File: config.mk
export PLATFORM = sky130hd
export DESIGN_NAME = mer_meas_ctrl
export DESIGN_NICKNAME = d
export VERILOG_FILES = /design/src/rtl/mer_meas_ctrl_pkg.sv /design/src/rtl/mer_meas_ctrl_sym_window_counter.sv /design/src/rtl/mer_meas_ctrl.sv
export SDC_FILE = /design/constraint.sdc
export NUM_CORES = 1
export LEC_CHECK = 0
export ABC_AREA = 1
export CAP_MARGIN = 20
export CELL_PAD_IN_SITES_DETAIL_PLACEMENT = 1
export CELL_PAD_IN_SITES_GLOBAL_PLACEMENT = 2
export CORE_ASPECT_RATIO = 0.8
export CORE_MARGIN = 2
export CORE_UTILIZATION = 31
export DETAILED_ROUTE_END_ITERATION = 10
export PLACE_DENSITY_LB_ADDON = 0.1
export SLEW_MARGIN = 20
export SYNTH_ARGS = -nofsm -noshare
export SYNTH_HDL_FRONTEND = slang
export SYNTH_SLANG_ARGS = --single-unit
File: constraint.sdc
create_clock -name clk -period 3.9 [get_ports clk]
set_input_delay 0.585 -clock clk [delete_from_list [all_inputs] [get_ports clk]]
set_output_delay 0.585 -clock clk [all_outputs]
set_load 0.005 [all_outputs]
File: src/rtl/mer_meas_ctrl_pkg.sv
// Shared constants and state encoding for the MER measurement sequencer.
package mer_meas_ctrl_pkg;

    localparam int LFSR_LEN_DEF = 22;
    localparam int ERR_W_DEF    = 18;

    typedef enum logic [2:0] {
        ST_IDLE    = 3'd0,
        ST_SYNC    = 3'd1,
        ST_ACQ     = 3'd2,
        ST_CLEAR   = 3'd3,
        ST_MEAS    = 3'd4,
        ST_CAPTURE = 3'd5,
        ST_DONE    = 3'd6
    } meas_state_t;

    function automatic int max_int(input int a, input int b);
        return (a > b) ? a : b;
    endfunction

endpackage

File: src/rtl/mer_meas_ctrl_sym_window_counter.sv
// Symbol-enable down-counter with load and terminal flag, plus a saturating error tally.
module mer_meas_ctrl_sym_window_counter #(
    parameter int CNT_W     = 23,
    parameter int ERR_CNT_W = 23
) (
    input  logic                 clk,
    input  logic                 reset,
    input  logic                 clear,
    input  logic                 load,
    input  logic [CNT_W-1:0]     load_val,
    input  logic                 ena,
    input  logic                 err_in,
    output logic                 terminal,
    output logic [ERR_CNT_W-1:0] err_cnt
);

    logic [CNT_W-1:0] cnt;

    // terminal marks the enable that consumes the last symbol of the window
    assign terminal = ena & (cnt == CNT_W'(1));

    always_ff @(posedge clk or posedge reset) begin
        if (reset) begin
            cnt     <= '0;
            err_cnt <= '0;
        end else if (clear) begin
            cnt     <= '0;
            err_cnt <= '0;
        end else if (load) begin
            cnt     <= load_val;
            err_cnt <= '0;
        end else if (ena) begin
            if (cnt != '0)
                cnt <= cnt - CNT_W'(1);
            if (err_in && (err_cnt != '1))
                err_cnt <= err_cnt + ERR_CNT_W'(1);
        end
    end

endmodule

File: src/rtl/mer_meas_ctrl.sv
// MER measurement sequencer: LFSR-aligned acquisition, accumulator clear,
// fixed symbol window and coherent capture of the error results.
//
// state   | meaning
// IDLE    | waiting for start edge, reference frozen
// SYNC    | waiting for LFSR period start on a symbol enable
// ACQ     | reference-level generator free to acquire for ACQ_SYMS symbols
// CLEAR   | accumulators cleared for one symbol period
// MEAS    | accumulators enabled for 2^WIN_LOG2 symbols, errors counted
// CAPTURE | results latched from the accumulators
// DONE    | results valid until the next start edge
module mer_meas_ctrl
    import mer_meas_ctrl_pkg::*;
#(
    parameter int LFSR_LEN = LFSR_LEN_DEF,
    parameter int ACQ_SYMS = 1024,
    parameter int WIN_LOG2 = LFSR_LEN,
    parameter int ERR_W    = ERR_W_DEF
) (
    input  logic               clk,
    input  logic               reset,
    input  logic               sym_clk_ena,
    input  logic               start,
    input  logic               abort,
    input  logic               lfsr_cycle,
    input  logic               sym_error,
    input  logic [ERR_W-1:0]   acc_sq_err,
    input  logic [ERR_W-1:0]   acc_dc_err,
    output logic               ref_hold,
    output logic               acc_clear,
    output logic               acc_en,
    output logic               busy,
    output logic               meas_valid,
    output logic [ERR_W-1:0]   sq_err_result,
    output logic [ERR_W-1:0]   dc_err_result,
    output logic [WIN_LOG2:0]  sym_err_cnt,
    output logic               aborted
);

    localparam int SEC_W = WIN_LOG2 + 1;
    // one counter serves both phases, so it must hold the larger of the two loads
    localparam int CNT_W = max_int(SEC_W, $clog2(ACQ_SYMS + 1));
    localparam logic [CNT_W-1:0] ACQ_LOAD = CNT_W'(ACQ_SYMS);
    localparam logic [CNT_W-1:0] WIN_LOAD = CNT_W'(1) << WIN_LOG2;

    meas_state_t       state;
    logic              start_d;
    logic              start_rise;
    logic              cnt_clear;
    logic              cnt_load;
    logic              cnt_ena;
    logic              cnt_err;
    logic              cnt_term;
    logic [CNT_W-1:0]  cnt_load_val;
    logic [SEC_W-1:0]  err_cnt;

    assign start_rise   = start & ~start_d;
    assign cnt_clear    = abort & (state != ST_IDLE);
    assign cnt_load     = sym_clk_ena & (((state == ST_SYNC) & lfsr_cycle) | (state == ST_CLEAR));
    assign cnt_load_val = (state == ST_CLEAR) ? WIN_LOAD : ACQ_LOAD;
    assign cnt_ena      = sym_clk_ena & ((state == ST_ACQ) | (state == ST_MEAS));
    assign cnt_err      = sym_error & (state == ST_MEAS);

    mer_meas_ctrl_sym_window_counter #(
        .CNT_W     (CNT_W),
        .ERR_CNT_W (SEC_W)
    ) u_sym_window_counter (
        .clk      (clk),
        .reset    (reset),
        .clear    (cnt_clear),
        .load     (cnt_load),
        .load_val (cnt_load_val),
        .ena      (cnt_ena),
        .err_in   (cnt_err),
        .terminal (cnt_term),
        .err_cnt  (err_cnt)
    );

    always_ff @(posedge clk or posedge reset) begin
        if (reset) begin
            state         <= ST_IDLE;
            start_d       <= 1'b0;
            ref_hold      <= 1'b1;
            acc_clear     <= 1'b0;
            acc_en        <= 1'b0;
            busy          <= 1'b0;
            meas_valid    <= 1'b0;
            sq_err_result <= '0;
            dc_err_result <= '0;
            sym_err_cnt   <= '0;
            aborted       <= 1'b0;
        end else begin
            start_d <= start;
            // abort outranks every transition, including the terminal enable
            if (abort && (state != ST_IDLE)) begin
                state      <= ST_IDLE;
                aborted    <= 1'b1;
                ref_hold   <= 1'b1;
                acc_clear  <= 1'b0;
                acc_en     <= 1'b0;
                busy       <= 1'b0;
                meas_valid <= 1'b0;
            end else begin
                case (state)
                    ST_IDLE, ST_DONE: begin
                        if (start_rise) begin
                            state      <= ST_SYNC;
                            aborted    <= 1'b0;
                            busy       <= 1'b1;
                            meas_valid <= 1'b0;
                        end
                    end
                    ST_SYNC: begin
                        if (sym_clk_ena && lfsr_cycle) begin
                            state    <= ST_ACQ;
                            ref_hold <= 1'b0;
                        end
                    end
                    ST_ACQ: begin
                        if (cnt_term) begin
                            state     <= ST_CLEAR;
                            ref_hold  <= 1'b1;
                            acc_clear <= 1'b1;
                        end
                    end
                    ST_CLEAR: begin
                        if (sym_clk_ena) begin
                            state     <= ST_MEAS;
                            acc_clear <= 1'b0;
                            acc_en    <= 1'b1;
                        end
                    end
                    ST_MEAS: begin
                        if (cnt_term) begin
                            state  <= ST_CAPTURE;
                            acc_en <= 1'b0;
                        end
                    end
                    ST_CAPTURE: begin
                        state         <= ST_DONE;
                        sq_err_result <= acc_sq_err;
                        dc_err_result <= acc_dc_err;
                        sym_err_cnt   <= err_cnt;
                        busy          <= 1'b0;
                        meas_valid    <= 1'b1;
                    end
                    default: state <= ST_IDLE;
                endcase
            end
        end
    end

endmodule

---- Word level (Yosys, flattened, before mapping) ----
Cells that the tools add are included.
operators by class
  $add $sub $neg .......................... 2
  equality and inequality tests ........... 13
  multiplexer cells ....................... 35
  bitwise gates (word level) .............. 11
  reduce and logical (&&, ||, !) cells .... 25
operator list
  operator               number
  $mux 23                9
  $reduce_bool 3->1      8
  $add 23x1->23 const B  1
  $eq 23x1->1 const B    1
  $ne 23x23->1 const B   1
  $reduce_bool 23->1     1
  $sub 23x1->23 const B  1
  $mux 3                 6
  $pmux 3 s6             1
  $mux 1                 14
  $pmux 1 s2             5
  $reduce_and 2->1       5
  $eq 3x3->1 const B     3
  $ne 3x2->1 const B     3
  $reduce_and 3->1       3
  $and 1x1->1            7
  $eq 3x2->1 const B     2
  $reduce_and 5->1       1
  $reduce_bool 2->1      2
  $eq 3x1->1 const B     1
  $logic_and 1x1->1      3
  $logic_not 3->1        1
  $ne 3x1->1 const B     1
  $ne 3x3->1 const B     1
  3 further kinds        5
word-level totals
  register bits ........................... 115
  bits of input ports ..................... 43
  output and inout port bits .............. 65
  logic and storage cells ................. 99

---- Logic depth before layout (Yosys ltp) ----
  word-level depth ........................ 7
  gate-level depth with buffers ........... 11
  depth with buffers taken out ............ 11

---- Cells and area by module ----
A second synthesis with hierarchy kept.
unflattened totals
  cell total of the unflattened synthesis .. 764
  area, all modules ....................... 6540.0 um^2
modules (own cells, without submodules)
  module                            times used  cells each  area an instance (um^2)  seq. area each (um^2)
  mer_meas_ctrl_sym_window_counter  1           541         3423.3                   1151.1
  mer_meas_ctrl                     1           223         3116.7                   1727.9

---- Least setup slack after synthesis ----
Ideal clock, no wire load.
  path type ............................... flip-flop to flip-flop
  from .................................... reg u_sym_window_counter.cnt[0]
  to ...................................... reg u_sym_window_counter.cnt[10]
  library setup time ...................... 118 ps
  arrival time ............................ 1542 ps
  data required time ...................... 3782 ps
  path slack .............................. 2240 ps
  cell stages (with the launch flop) ...... 10
  path buffers ............................ 0
  clock period less this slack ............ 1660 ps
  path through ............................ dfrtp_1 inv_1 ha_1 nand2_2 nor2_4 nand2_1 o21ai_4 nand2_4 nand3b_1 nand2_1
on the way
  cells in the longest elaborated chain, start to end .. 5
  elaborated cells on any way between the ends .. 8
  classes of those cells .................. 1 x add/sub; 4 x mux; 3 x reduce/logical
ends and longest elaborated chain
  what                    RTL line                                RTL
  start, declared         mer_meas_ctrl_sym_window_counter.sv:17  logic [CNT_W-1:0] cnt;
  start signal, assigned  mer_meas_ctrl_sym_window_counter.sv:30  cnt <= load_val;
  start signal, assigned  mer_meas_ctrl_sym_window_counter.sv:34  cnt <= cnt - CNT_W'(1);
  $sub 23x1->23           mer_meas_ctrl_sym_window_counter.sv:34
  $mux 23                 mer_meas_ctrl_sym_window_counter.sv:33  if (cnt != '0)
  $mux 23                 mer_meas_ctrl_sym_window_counter.sv:32  end else if (ena) begin
  $mux 23                 mer_meas_ctrl_sym_window_counter.sv:29  end else if (load) begin
  $mux 23                 mer_meas_ctrl_sym_window_counter.sv:26  end else if (clear) begin
Several ways; a longest one is shown, not always the timed one. The select of a mux whose other input is x is not followed.
A chain may end at the register's enable or synchronous reset.

---- Worst setup path in the final report ----
  from .................................... reg state[1]
  to ...................................... reg sq_err_result[4]
on the way
  cells in the longest elaborated chain, start to end .. 4
  elaborated cells on any way between the ends .. 5
  classes of those cells .................. 1 x eq/ne; 1 x bitwise; 3 x reduce/logical
ends and longest elaborated chain
  what                                   RTL line              RTL
  start, declared                        mer_meas_ctrl.sv:46   meas_state_t state;
  start signal, assigned                 mer_meas_ctrl.sv:81   state <= ST_IDLE;
  start signal, assigned                 mer_meas_ctrl.sv:96   state <= ST_IDLE;
  start signal, assigned                 mer_meas_ctrl.sv:107  state <= ST_SYNC;
  $reduce_bool 3->1                      mer_meas_ctrl.sv:95   if (abort && (state != ST_IDLE)) begin
  $logic_and 1x1->1                      mer_meas_ctrl.sv:95
  $not 1->1 (no source line)             n/a
  $reduce_and 2->1 (no source line) (*)  n/a
  end signal, assigned                   mer_meas_ctrl.sv:141  sq_err_result <= acc_sq_err;
  end, declared                          mer_meas_ctrl.sv:34   output logic [ERR_W-1:0] sq_err_result,
Every way passes the cells marked *; elsewhere a longest branch is shown, timed or not.

==> out/summary.txt <==
Leak Pwr -> 0.00353 uW
vias in the first global route -> 5352
M2 GR Usage -> 0.273
initial antenna violation count -> 0
reg2reg setup slack -> 1130 ps
Synth Net Count -> 750
worst-case reg-to-reg path depth -> 5
R2R Path End -> sq_err_result[4]
cts hold-fix bufs -> 0
HP Class -> register to register
average size of a mapped cell -> 8.45 sq um
worst-path fanout max -> 81
worst rel slew slack -> 0.362
P per Cell Area -> 713 nW/um^2
Worst Hold Launch -> sym_err_cnt[6]
I/O pins -> 108
TritonRoute pass-1 iters -> 4
root buf cell -> clkbuf_16
TritonCTS clock tree -> built
htree depth -> 4
post-CTS resize count -> 0
WL/cell -> 16.3 um
gpl congestion -> 0.762
register area share after synthesis -> 0.485
Largest delay share family, worst path -> simple AND/OR/NAND/NOR gates
Overall Global Routing Usage -> 0.181
clock slew at reported path FFs -> 60 ps
most area-consuming cells after synthesis -> dfrtp_1 (48%), nand2_1 (12%), mux2_2 (6.5%)
setup tns final -> 0 ps
final std cells w/o fill -> 1084
worst skew pair latency -> 420 ps
total power -> 5560 uW
Cells after DPL -> 1052
post-detail-place hpwl -> 12800 um
Synth area leader -> dfrtp_1
slowest stage delay, CP -> 790 ps
clock tree sinks -> 115
DRC -> 0
routed vias/inst -> 4.74
DP Worst Slack -> 800 ps
fin nets -> 861
slowest CP cell -> nand3_4
synthesis-stage register bit count -> 115
Unique masters post-synth -> 41
status -> completed
worst r2r src -> state[1]
n_diodes -> 0
die width -> 159 um
async set-reset flop share out of synthesis -> 1.00
global routing usage on met3 -> 0.0429
min cycle time layout -> 2770 ps
post-CTS setup buffers -> 0
Worst Hold End -> sym_err_cnt[6]
critical-path cell list -> nor2_2 > nand2_1 > nand2_4 > nand3_4 > mux2_1
Global Route met1 Usage -> 0.261
Ys Warns -> 0
Die Area -> 20300 sq um
CP startpoint kind -> register
antenna viol nets, final -> 0
Max-cap violations -> 0
final setup fails -> 0
Post-synth top cells -> nand2_1 (182), dfrtp_1 (114), nor2_1 (91)
Die H -> 128 um
Util after Layout -> 0.414
commonest register cell after synthesis -> dfrtp_1
CTS max path bufs -> 2
Cells after Synth -> 702
Netlist Area Pre-Place -> 5930 sq um
1st-iter DRT viols -> 204
CP arrival -> 3080 ps
fin worst setup slack -> 1130 ps
Layout area overhead -> 31.5%
num rows -> 45
CP Capture Type -> register
Initial Utilization -> 0.314
share of cells above drive strength 1 -> 0.119
EDFF count, synth -> 0
Vias -> 5135
Slew @ Worst Pin -> 957 ps
f_max -> 361 MHz
Num CTS Buffers -> 17
Max VDD drop -> 263 uV
Fill cells -> 2217
Core Area -> 18900 sq um
Top Usage Layer GRT -> met2
RSZ-0062 raised after global routing -> no
post-synth top area share -> 0.481
largest net degree at the start of global routing -> 82
Port Buf Inserts -> 107
Worst Path Required -> 4210 ps
hold depth -> 2
Tcrit/Tclk final -> 0.711
max-slew violations -> 0
first-pass GRT wire length -> 28400 um
WP buf/inv -> 0
WS Path Type -> register to register
final hold vios -> 0
grt total ovfl -> 0
Routed WL -> 17600 um
top-count cell post-synth -> nand2_1
Final Skew -> 9.87 ps
==> metrics by stage <==
step / instance area [sq um] / hold slack, ps
global placement: 7230 / 465
finish: 7800 / 479
floorplan: 5930 / 465
CTS: 7800 / 486
detailed placement: 7230 / 472
global route: 7800 / 508
==> report_power, final <==
group,internal [uW],switching [uW]
logic,964,1340
clock network,899,603
registers,1510,244
==> logic make-up (layout without fill, tap and decap cells) <==
family | count (synthesis) | count (layout) | synth area share
AO/OA/AOI/OAI | 83 | 83 | 0.0829
multiplexers | 38 | 38 | 0.0721
XOR/XNOR | 11 | 11 | 0.0162
buffers and inverters | 83 | 207 | 0.0624
AND/OR/NAND/NOR | 367 | 367 | 0.270
adder cells (fa/ha/maj) | 5 | 5 | 0.0105
flip-flops | 115 | 115 | 0.485
==> placed cells by master (no fill, tap or decap), drive strengths merged <==
master and n:
clkinv 5, ha 5, mux2 38, xor2 10
o21bai 2, a21oi 11, o21a 1, nor3b 1
clkinvlp 4, o211ai 2, o21ai 61, dfrtp 114
nand3 44, clkbuf 19, a22oi 1, nand2 188
nand3b 1, nand4 25, dfstp 1, nor2 100
buf 4, a21o 3, inv 67, xnor2 1
bufinv 1, clkdlybuf4s50 107, a21boi 2, and2 1
nor3 7
==> flip-flops by register name, summed over array words and instances (netlist names), 3 cells and up <==
signal and cells:
state 3, sym_err_cnt 23, u_sym_window_counter.err_cnt 23, u_sym_window_counter.cnt 23, sq_err_result 18, dc_err_result 18
==> tightest hold or removal path, delay by kind of cell, from the launching register on <==
kind             cells  cell delay (ps)
AO/OA/AOI/OAI        1               50
flip-flops           1              340
AND/OR/NAND/NOR      1               50
==> metal layers <==
metal | routed length [um] | share of wire | up-vias
met5 | 0 | 0 | -
li1 | - | - | 2525
met3 | 946 | 0.054 | 16
met1 | 9090 | 0.52 | 2484
met4 | 220 | 0.012 | 0
met2 | 7370 | 0.42 | 110
==> cell type report <==
| class | count | area, sq um | share of cell area |
|---|---|---|---|
| flip-flops and latches | 115 | 2880 | 0.369 |
| multi-input cells | 504 | 2680 | 0.344 |
| repair buffers | 111 | 1100 | 0.141 |
| clock buffers | 19 | 443 | 0.0568 |
| well taps | 258 | 323 | 0.0414 |
| inverters | 64 | 245 | 0.0314 |
| clock inverters | 13 | 126 | 0.0162 |
==> worst max path at each step <==
stage | start | end | slack [ps] | cells after the start
3_3_place_gp | abort | dc_err_result[14] | 860 | 4
2_1_floorplan | reset | aborted | 270 | 1
4_1_cts | state[1] | sq_err_result[4] | 1100 | 5
6_report | state[1] | sq_err_result[4] | 1130 | 5
5_1_grt | state[1] | sq_err_result[4] | 850 | 5
3_5_place_dp | abort | sq_err_result[4] | 800 | 4
(Power assumes the default switching activity.)
